<file path="config.mk">
export PLATFORM = sky130hd
export DESIGN_NAME = pbwc_multi
export DESIGN_NICKNAME = d
export VERILOG_FILES = /design/src/rtl/pbwc_multi.sv
export SDC_FILE = /design/constraint.sdc
export NUM_CORES = 1
export LEC_CHECK = 0
export ABC_CLOCK_PERIOD_IN_PS = 4220
export CAP_MARGIN = 20
export CORE_MARGIN = 5
export CORE_UTILIZATION = 48
export DETAILED_ROUTE_END_ITERATION = 12
export DONT_BUFFER_PORTS = 1
export PLACE_DENSITY_LB_ADDON = 0.3
export SLEW_MARGIN = 5
export SYNTH_ARGS = -nofsm -noshare
export SYNTH_HDL_FRONTEND = slang
export SYNTH_SLANG_ARGS = --single-unit
</file>
<file path="constraint.sdc">
create_clock -name CLK -period 4.22 [get_ports CLK]
set_input_delay 0.633 -clock CLK [delete_from_list [all_inputs] [get_ports CLK]]
set_output_delay 0.633 -clock CLK [all_outputs]
set_load 0.01 [all_outputs]
</file>
<file path="src/rtl/pbwc_multi.sv">
// rtl/pbwc_multi.sv - multi-channel push-button window controller with debounce and travel timing
module pbwc_multi #(
   parameter int CH            = 4,
   parameter int DEB_CYCLES    = 4,
   parameter int TRAVEL_CYCLES = 16
) (
   input  logic          CLK,
   input  logic          RST,
   input  logic [CH-1:0] PRESS,
   input  logic          ALL_CLOSE,
   output logic [CH-1:0] OPEN_CW,
   output logic [CH-1:0] CLOSE_CW,
   output logic [CH-1:0] IS_OPEN,
   output logic          BUSY
);

   localparam int PW = $clog2(TRAVEL_CYCLES + 1);
   // The debounce counter clears instead of storing DEB_CYCLES, so it only needs to hold DEB_CYCLES-1.
   localparam int DW = (DEB_CYCLES < 2) ? 1 : $clog2(DEB_CYCLES);
   localparam logic [PW-1:0] TRAVEL    = PW'(TRAVEL_CYCLES);
   localparam logic [PW-1:0] TRAVEL_M1 = PW'(TRAVEL_CYCLES - 1);
   localparam logic [DW-1:0] DEB_LAST  = DW'(DEB_CYCLES - 1);

   typedef enum logic [1:0] {
      CLOSED  = 2'd0,
      OPENING = 2'd1,
      OPEN    = 2'd2,
      CLOSING = 2'd3
   } state_t;

   logic [CH-1:0] sync1_q, sync2_q;
   logic [CH-1:0] deb_q, deb_d;
   logic [CH-1:0] evt_q, evt_d;
   logic [DW-1:0] deb_cnt_q [CH];
   logic [DW-1:0] deb_cnt_d [CH];

   state_t        state_q [CH];
   state_t        state_d [CH];
   logic [PW-1:0] pos_q [CH];
   logic [PW-1:0] pos_d [CH];

   logic [CH-1:0] open_cw_q, open_cw_d;
   logic [CH-1:0] close_cw_q, close_cw_d;
   logic [CH-1:0] is_open_q, is_open_d;
   logic          busy_q, busy_d;

   // Debounce: count cycles of disagreement, adopt the input once it has been stable long enough,
   // and emit a one-cycle event only when the adopted level rises.
   always_comb begin
      deb_d = deb_q;
      evt_d = '0;
      for (int i = 0; i < CH; i++) begin
         deb_cnt_d[i] = '0;
         if (sync2_q[i] != deb_q[i]) begin
            if (deb_cnt_q[i] == DEB_LAST) begin
               deb_d[i] = sync2_q[i];
               evt_d[i] = sync2_q[i];
            end else begin
               deb_cnt_d[i] = deb_cnt_q[i] + 1'b1;
            end
         end
      end
   end

   // Synchroniser, debounce and press-event registers.
   always_ff @(posedge CLK or negedge RST) begin
      if (!RST) begin
         sync1_q <= '0;
         sync2_q <= '0;
         deb_q   <= '0;
         evt_q   <= '0;
         for (int i = 0; i < CH; i++) begin
            deb_cnt_q[i] <= '0;
         end
      end else begin
         sync1_q <= PRESS;
         sync2_q <= sync1_q;
         deb_q   <= deb_d;
         evt_q   <= evt_d;
         for (int i = 0; i < CH; i++) begin
            deb_cnt_q[i] <= deb_cnt_d[i];
         end
      end
   end

   // Per-channel window FSM: ALL_CLOSE beats a press, a press beats travel completion.
   // Any state change caused by ALL_CLOSE or a press holds POS so reversal time equals elapsed time.
   always_comb begin
      for (int i = 0; i < CH; i++) begin
         state_d[i] = state_q[i];
         pos_d[i]   = pos_q[i];
         case (state_q[i])
            CLOSED: begin
               if (!ALL_CLOSE && evt_q[i]) begin
                  state_d[i] = OPENING;
               end
            end
            OPENING: begin
               if (ALL_CLOSE || evt_q[i]) begin
                  state_d[i] = CLOSING;
               end else if (pos_q[i] >= TRAVEL) begin
                  state_d[i] = OPEN;
                  pos_d[i]   = TRAVEL;
               end else begin
                  pos_d[i] = pos_q[i] + 1'b1;
                  if (pos_q[i] == TRAVEL_M1) begin
                     state_d[i] = OPEN;
                  end
               end
            end
            OPEN: begin
               if (ALL_CLOSE || evt_q[i]) begin
                  state_d[i] = CLOSING;
               end
            end
            CLOSING: begin
               if (!ALL_CLOSE && evt_q[i]) begin
                  state_d[i] = OPENING;
               end else if (pos_q[i] == '0) begin
                  state_d[i] = CLOSED;
               end else begin
                  pos_d[i] = pos_q[i] - 1'b1;
                  if (pos_q[i] == PW'(1)) begin
                     state_d[i] = CLOSED;
                  end
               end
            end
            default: begin
               state_d[i] = CLOSED;
               pos_d[i]   = '0;
            end
         endcase
      end
   end

   // Moore output decodes, computed from the next state so they register alongside it.
   always_comb begin
      open_cw_d  = '0;
      close_cw_d = '0;
      is_open_d  = '0;
      for (int i = 0; i < CH; i++) begin
         open_cw_d[i]  = (state_d[i] == OPENING);
         close_cw_d[i] = (state_d[i] == CLOSING);
         is_open_d[i]  = (state_d[i] == OPEN);
      end
      busy_d = |(open_cw_d | close_cw_d);
   end

   // FSM state, position and registered outputs.
   always_ff @(posedge CLK or negedge RST) begin
      if (!RST) begin
         for (int i = 0; i < CH; i++) begin
            state_q[i] <= CLOSED;
            pos_q[i]   <= '0;
         end
         open_cw_q  <= '0;
         close_cw_q <= '0;
         is_open_q  <= '0;
         busy_q     <= 1'b0;
      end else begin
         for (int i = 0; i < CH; i++) begin
            state_q[i] <= state_d[i];
            pos_q[i]   <= pos_d[i];
         end
         open_cw_q  <= open_cw_d;
         close_cw_q <= close_cw_d;
         is_open_q  <= is_open_d;
         busy_q     <= busy_d;
      end
   end

   assign OPEN_CW  = open_cw_q;
   assign CLOSE_CW = close_cw_q;
   assign IS_OPEN  = is_open_q;
   assign BUSY     = busy_q;

endmodule

</file>
Yosys cells after proc, flatten, opt, wreduce, memory -nomap -nowiden

Cells that the tools add are included.

Bits in read-only memories: 0
Input port bits: 7
Register bits: 65
Memories: 0
Bits in latches: 0
Output and inout bits: 13
Memory bits (writable): 0
Logic and storage cells: 194

$mul: 0
Equality and inequality tests: 52
Div/mod/pow operators: 0
Bitwise logic cells: 1
Shifts and indexed selects: 0
Reductions and logical operators: 30
Order comparisons: 4
Muxes and demuxes: 72
Add/sub/neg operators: 12

Operator list:

| operator                                                              | number |
|---|---|
| 2-bit 2-to-1 mux                                                      | 40 |
| 5-bit 2-to-1 mux                                                      | 16 |
| 2-bit equality test, second input constant                            | 20 |
| 5-bit one-hot mux with 2 select lines                                 | 4 |
| 2-bit one-hot mux with 4 select lines                                 | 4 |
| 2-bit inequality test, second input constant                          | 12 |
| 5-bit by 1-bit adder with 5-bit output, second input constant         | 4 |
| 5-bit by 1-bit equality test with 1-bit output, second input constant | 4 |
| 5-bit by 4-bit equality test with 1-bit output, second input constant | 4 |
| 5-bit >= comparator, second input constant                            | 4 |
| 5-bit logical NOT                                                     | 4 |
| 5-bit by 1-bit subtractor with 5-bit output, second input constant    | 4 |
| 2-bit by 1-bit equality test with 1-bit output, second input constant | 8 |
| 4-bit AND reduction                                                   | 4 |
| 2-bit by 1-bit adder with 2-bit output, second input constant         | 4 |
| 2-bit logical NOT                                                     | 4 |
| 1-bit 2-to-1 mux                                                      | 8 |
| 2-bit AND reduction                                                   | 4 |
| 2-bit nonzero test                                                    | 4 |
| 1-bit logical AND                                                     | 4 |
| 1-bit logical OR                                                      | 4 |
| 1-bit inequality test                                                 | 4 |
| 4-bit OR                                                              | 1 |
| 4-bit OR reduction                                                    | 1 |
| 1-bit logical NOT                                                     | 1 |

Longest topological paths before layout

Gate-level depths: netlist (run 1).

Depth in word-level cells: 8
Gate-level depth with buffers: 7
Gate-level depth less buffers: 7

Worst setup path after synthesis (run 1)

Ideal clock, no wire load.

Kind: reg2reg
From: register pos_q[10] (netlist bit)
To: register pos_q[10] (netlist bit)
Library setup time: 0.125 ns
Path slack: 2.323 ns
Clock period less this slack: 1.897 ns
Data required time: 4.095 ns
Buffers on the path: 1
Arrival time: 1.772 ns
Stages on the path, launching flop included: 8
Cell sequence: dfrtp_1 -> inv_1 -> ha_1 -> nand2_1 -> nor4_1 -> or2_2 -> clkbuf_1 -> mux2_2

Cells in the longest elaborated chain, start to end: 4
Elaborated cells between the ends (all ways): 11
Classes of those cells: add/sub: 2; order compare: 1; eq/ne: 1; mux: 5; reduce/logical: 2

Ends and longest elaborated chain:

| what                                                                | line     | text |
|---|---|---|
| start, declared                                                     | 39       | `logic [PW-1:0] pos_q [CH];` |
| start signal, assigned by index                                     | 163      | `pos_q[i] <= pos_d[i];` |
| 5-bit by 1-bit subtractor with 5-bit output (tied with other cells) | 122      | `pos_d[i] = pos_q[i] - 1'b1;` |
| 5-bit 2-to-1 mux (on tied branches)                                 | 119, 101 |  |
| 5-bit 2-to-1 mux (on tied branches)                                 | 117, 99  |  |
| 5-bit one-hot mux with 2 select lines                               | 92       | `case (state_q[i])` |

Several ways; a longest one is shown, not always the timed one. The select of a mux whose other input is x is not followed.
A chain may end at the register's enable or synchronous reset.

Worst setup path after layout (run 1)

Same ends and word-level chain as after synthesis.

==> results of run 1 <==
## per-layer routing
| layer | vias to the layer above | track usage (%) | share of wire (%) |
|---|---|---|---|
| met1 | 1248 | 19.8 | 49 |
| met4 | 0 | 4.97 | 1.1 |
| met5 | - | 0 | 0 |
| li1 | 1327 | - | - |
| met3 | 8 | 4.59 | 5.2 |
| met2 | 59 | 21.9 | 45 |
## power breakdown
part           leakage (nW)  total, mW  switching, mW  internal, mW
Combinational         0.820       1.27          0.649         0.618
Sequential            0.786       1.19          0.347         0.845
Clock                0.0822      0.445          0.221         0.224
Total                  1.69       2.90           1.22          1.69
## cells in the mapped netlist, drive strengths merged
cell / instances / area, sq um
buf: 7 / 52.5
o221a: 5 / 56.3
o21ai: 24 / 120
nor3b: 3 / 22.5
a22o: 2 / 17.5
ha: 24 / 300
o41ai: 2 / 17.5
o31ai: 8 / 60.1
a21oi: 22 / 110
nor3: 15 / 75.1
dfrtp: 65 / 1630
nor2: 30 / 113
mux2i: 3 / 30.0
and3: 8 / 50.1
or3: 4 / 25.0
a21o: 2 / 15.0
or4: 1 / 7.51
nand2: 11 / 41.3
mux2: 8 / 90.1
and3b: 1 / 8.76
o21a: 4 / 30.0
and2: 6 / 40.0
nand3: 11 / 55.1
o22ai: 4 / 37.5
nand2b: 6 / 37.5
o21bai: 1 / 7.51
nand4: 1 / 6.26
nor4: 6 / 37.5
a32oi: 7 / 61.3
a22oi: 5 / 37.5
or2: 5 / 31.3
a211oi: 4 / 30.0
and4b: 1 / 10.0
a2bb2oi: 3 / 26.3
clkbuf: 16 / 60.1
nor2b: 11 / 68.8
inv: 17 / 63.8
o211ai: 4 / 30.0
o211a: 2 / 20.0
o22a: 2 / 17.5
xnor2: 7 / 61.3
xor2: 1 / 8.76
or4b: 1 / 13.8
a31oi: 2 / 12.5
## sequential cells by signal, indices dropped and copies added (netlist names)
name and count:
IS_OPEN 4, sync1_q 4, CLOSE_CW 4, BUSY 1
deb_q 4, sync2_q 4, OPEN_CW 4, pos_q 20
deb_cnt_q 8, evt_q 4, state_q 8
## cell families (layout without fill, tap and decap cells)
group                      count (synthesis)  after routing
adders and majority gates                 24             24
and+or+nand+nor                          121            121
DFF                                       65             65
AOI/OAI and AO/OA                        103            103
muxes                                     11             11
xor gates and xnor gates                   8              8
buffers and inverters                     40             33
## worst register-to-register path, stage by stage, from the launching register on
cell and delay, ps:
dfrtp_1 450, inv_1 150, ha_1 190, nand2_1 60, nor4_1 450, or2_2 280, mux2_2 340
## what timing repair did
action / CTS / global route
endpoints found under the setup margin: 0 / 0
hold endpoints to repair: 65 / 0
hold buffers: 1 / 0
## area by class of cell
type	instances	area (sq um)	share of cell area, %
clock buffer	12	145	3.77
timing repair buffer	1	27.5	0.716
multi-input combinational	267	1840	47.9
tap	99	124	3.22
sequential	65	1630	42.3
inverter	17	63.8	1.66
clock inverter	3	17.5	0.456
## final timing paths
check                                        end  slack (ps)  cells after the start
min reg2reg                 sync2_q[3]$_DFF_PN0_         350                      0
min                         deb_q[0]$_DFFE_PN0P_         180                      1
min in group CLK            sync1_q[2]$_DFF_PN0_         330                      0
max reg2reg                pos_q[10]$_DFFE_PN0P_        2180                      6
max                        pos_q[10]$_DFFE_PN0P_        2180                      6
max in group asynchronous   pos_q[4]$_DFFE_PN0P_        3800                      1
## stage by stage
stage	util, %	hold slack, ps
6_report	52.4	175
5_1_grt	52.4	178
3_3_place_gp	49.9	334
4_1_cts	52.4	170
2_1_floorplan	-	331
3_5_place_dp	49.9	337
==> reports/results.ini, run 1 <==
[run_status]
status = finished clean

[setup_path]
cp_num_buf_inv = 1
r2r_start = pos_q[10]$_DFFE_PN0P_
setup.worst_path.start_class = flop
crit_required_ps = 4440
path_class = flop to flop
startpoint = pos_q[10]$_DFFE_PN0P_
cpPeakStageDelay_ps = 450
crit_path_cell_trace = inv_1, ha_1, nand2_1, nor4_1, or2_2, mux2_2
critPathTopFamily = simple AND/OR/NAND/NOR gates
cp_slowest_cell = dfrtp_1
arrival_ps = 2260
critPathMaxFanout = 7
critPathCaptureType = flop

[power]
ir_drop_uv = 312
total_power_mw = 2.90
p_per_area_mw_per_mm2 = 755
leakage_nw = 1.69

[detailed_routing]
routed_wl_um = 6520
ant_nets = 0
vias_per_cell = 5.69
dr.pass1.iters = 5
drt_iter0_drc = 189
wire_per_inst_um = 14.0
vias = 2642
drcViolationCount = 0

[floorplanning]
core_area_sq_mm = 0.00733
start_util_pct = 49.7
die_area_sq_mm = 0.00943
die_h_um = 97.1
core.rowCount = 31
num_io_pins = 20
die_w_um = 97.1

[timing]
finClkSkew_ps = 6.90
worst_pin_slew_ps = 572
hold_viol_final = 0
relSlewSlack_pct = 61.5
rsz0062_at_grt = no
fmax_ghz = 0.491
min_period_ps = 2040
period_share_pct = 48.2
slew_viol_final = 0
fin_ws_ps = 2180
finalSetupViolCount = 0
fin_tns_setup_ps = 0

[finish]
final_nets = 392
final.fill_count = 660
stdcell_count = 464
fin_area_sq_mm = 0.00384
diodes = 0
area_growth_pct = 5.53
layout_common_cells = dfrtp_1, nor2_1, o21ai_0, ha_1, a21oi_1
final_common_cell = dfrtp_1
drive_gt1_share_pct = 10.1

[grt]
grt_pass1_vias = 2499
grt_antenna_before_repair = 0
overflow = 0
grt_pass1_wl_um = 11500
grt_usage_pct = 14.5
grt_max_degree = 66

[logic_synthesis]
synthCells = 372
syn_area_sq_mm = 0.00364
ys_seq_elements = 65
synth-seq-area-share_pct = 44.6
yosysWarnings = 0
synth_nets = 403
synthMuxAreaShare_pct = 3.30
synth_compound_area_share_pct = 19.4
synth_top_family_by_area = compound AO/OA/AOI/OAI gates
synth_fa_ha_area_share_pct = 8.24
yosysUniqueCellTypes = 49
avgSynthCellArea_sq_um = 9.79
synth-xor-area-share_pct = 1.92
synth_simple_gate_area_share_pct = 17.7

[clock_network]
numCtsBuffers = 9
ctsHtreeMaxLevel = 3
clock-sinks = 65
clk_latency_ps = 330
cts_tree = done
path_clk_slew_ps = 70
postCtsSetupBuffers = 0
cts_resized = 0
cts_buffer_depth = 2
cts_root_buf = clkbuf_8

[place]
portBuffers = 0
place_congestion = 0.851
placed_cells = 448
dp_hpwl_um = 4450
placedInstanceArea_sq_mm = 0.00365
dp_slack_ps = 2220

[min_path]
hp-class = primary input to asynchronous set/reset pin

[job]
maxCapViolCount = 0

No activity file was read; power rests on OpenSTA's default activity.
==> run 2, diff against run 1 <==
--- a/config.mk
+++ b/config.mk
@@ -5,7 +5,7 @@
 export SDC_FILE = /design/constraint.sdc
 export NUM_CORES = 1
 export LEC_CHECK = 0
-export ABC_CLOCK_PERIOD_IN_PS = 4220
+export ABC_CLOCK_PERIOD_IN_PS = 1800
 export CAP_MARGIN = 20
 export CORE_MARGIN = 5
 export CORE_UTILIZATION = 48
==> constraint.sdc (replaced) <==
create_clock -name CLK -period 1.8 [get_ports CLK]
set_input_delay 0.27 -clock CLK [delete_from_list [all_inputs] [get_ports CLK]]
set_output_delay 0.27 -clock CLK [all_outputs]
set_load 0.01 [all_outputs]
==> reports/results.ini, run 2 (synthesis results as in run 1) <==
[finish]
regMostFlops = pos_q
area_growth_pct = 21.1
top_regs = pos_q: 20 flops, deb_cnt_q: 8 flops, state_q: 8 flops
largest_reg_flops = 20  ; unchanged
post-route-util_pct = 60.2  ; +7.7 points
final_nets = 448  ; +14%
layout_common_cells = dfrtp_1, buf_4, nor2_1, a21oi_1, o21ai_0
drive_gt1_share_pct = 26.1  ; +16 points
final_common_cell = dfrtp_1
stdcell_count = 521  ; +12%
diodes = 0  ; unchanged

[power]
leakage_nw = 1.96  ; +16%
p_per_area_mw_per_mm2 = 1810  ; +140%
ir_drop_uv = 703  ; +130%

[setup_path]
path_class = flop to flop
setup.worst_path.start_class = flop
startpoint = pos_q[16]$_DFFE_PN0P_
r2r_start = pos_q[16]$_DFFE_PN0P_
critPathMaxFanout = 4  ; -3
arrival_ps = 2080  ; -180 ps
r2r_cells = 7  ; +1
critPathCaptureType = flop
crit_required_ps = 2010  ; -2430 ps

[floorplanning]
core.rowCount = 31  ; unchanged
die_area_sq_mm = 0.00943  ; unchanged
core_area_sq_mm = 0.00733  ; unchanged
die_w_um = 97.1  ; unchanged
num_io_pins = 20  ; unchanged
start_util_pct = 49.7  ; unchanged
die_h_um = 97.1  ; unchanged

[timing]
finalSetupViolCount = 1  ; +1
rsz0062_at_grt = yes
hold_viol_final = 0  ; unchanged
period_share_pct = 104  ; +55 points
relSlewSlack_pct = 73.5  ; +12 points
min_period_ps = 1860  ; -171 ps
slew_viol_final = 0  ; unchanged
fmax_ghz = 0.536  ; +9.2%
finClkSkew_ps = 6.55  ; -0.347 ps
fin_ws_ps = -64.4  ; -2250 ps
worst_pin_slew_ps = 397  ; -175 ps

[detailed_routing]
vias_per_cell = 5.55  ; -2.5%
dr.pass1.iters = 4  ; -1
wire_per_inst_um = 14.2  ; +1.3%
vias = 2891  ; +9.4%
drcViolationCount = 0  ; unchanged
drt_iter0_drc = 144  ; -24%
routed_wl_um = 7410  ; +14%
ant_nets = 0  ; unchanged

[grt]
overflow = 0  ; unchanged
grt_max_degree = 66  ; unchanged
grt_pass1_vias = 2687  ; +7.5%
grt_pass1_wl_um = 12400  ; +8.3%
grt_usage_pct = 15.8  ; +1.3 points
grt_antenna_before_repair = 0  ; unchanged

[clock_network]
path_clk_slew_ps = 70  ; about the same
cts_buffer_depth = 2  ; unchanged
numCtsBuffers = 9  ; unchanged
ctsHtreeMaxLevel = 3  ; unchanged
cts_tree = done
clk_latency_ps = 340  ; about the same
cts_root_buf = clkbuf_8
clock-sinks = 65  ; unchanged

[min_path]
hp-class = primary input to flop
hold_depth = 1
min_from = ALL_CLOSE

[place]
dp_hpwl_um = 5010  ; +13%
portBuffers = 0  ; unchanged
placed_cells = 487  ; +8.7%
place_congestion = 0.860  ; +1.1%

[run_status]
status = finished, violations left
violations = setup timing

[job]
maxCapViolCount = 0  ; unchanged

## run 2: final timing paths
kind | endpoint | slack (ps)
worst min register to register | sync2_q[1]$_DFF_PN0_ | 350
worst min-delay path | state_q[6]$_DFF_PN0_ | 60
worst max register to register | BUSY$_DFF_PN0_ | -60
worst max-delay path | BUSY$_DFF_PN0_ | -60
min in group asynchronous | pos_q[9]$_DFFE_PN0P_ | 450
max in group asynchronous | state_q[5]$_DFF_PN0_ | 1070
## run 2: timing repair
item / CTS / global route
hold endpoints to repair: 73 / 4
hold buffers: 6 / 1
gates resized for setup: 1 / 22
setup buffers: 2 / 9
pin swaps: 3 / 11
setup endpoints to repair: 1 / 13
## run 2: area by class of cell
cell class                 instances  area, sq um
clock inverter                     6         57.6
fill                             582         2920
sequential                        65         1630
tap                               99          124
timing repair buffer              57          467
inverter                          17         63.8
clock buffer                      10          138
multi-input combinational        267         1930
## run 2: metrics by stage
step                      worst slack (ps)  hold slack [ps]  power, mW  cell area (sq um)  TNS, ps
after floorplan                      -8.06            -25.6       5.30               3680    -8.06
after global placement               -3.07            -23.5       6.26               3980    -3.07
after detailed placement             -69.7            -22.7       6.38               3980    -69.7
after CTS                            -25.5            -25.6       7.72               4270    -25.5
after global routing                  -161             42.0       8.66               4410     -178
final                                -64.4             56.3       8.00               4410    -64.4
## run 2: power breakdown
part	internal (mW)	switching [mW]
clock	0.667	0.569
combinational	2.15	2.10
sequential	1.99	0.529
total	4.80	3.20
## run 2: critical path: stages (launching register included)
cell and delay, ps:
dfrtp_1 400, ha_2 200, and3_4 190, ha_4 120
o21bai_1 60, a21oi_1 170, o22ai_2 100, or4_1 500
## run 2: routing by layer
metal	global-route usage [%]	wire, um
met1	20.8	3570
met2	25.3	3520
met3	3.16	233
met4	6.91	85
met5	0	0
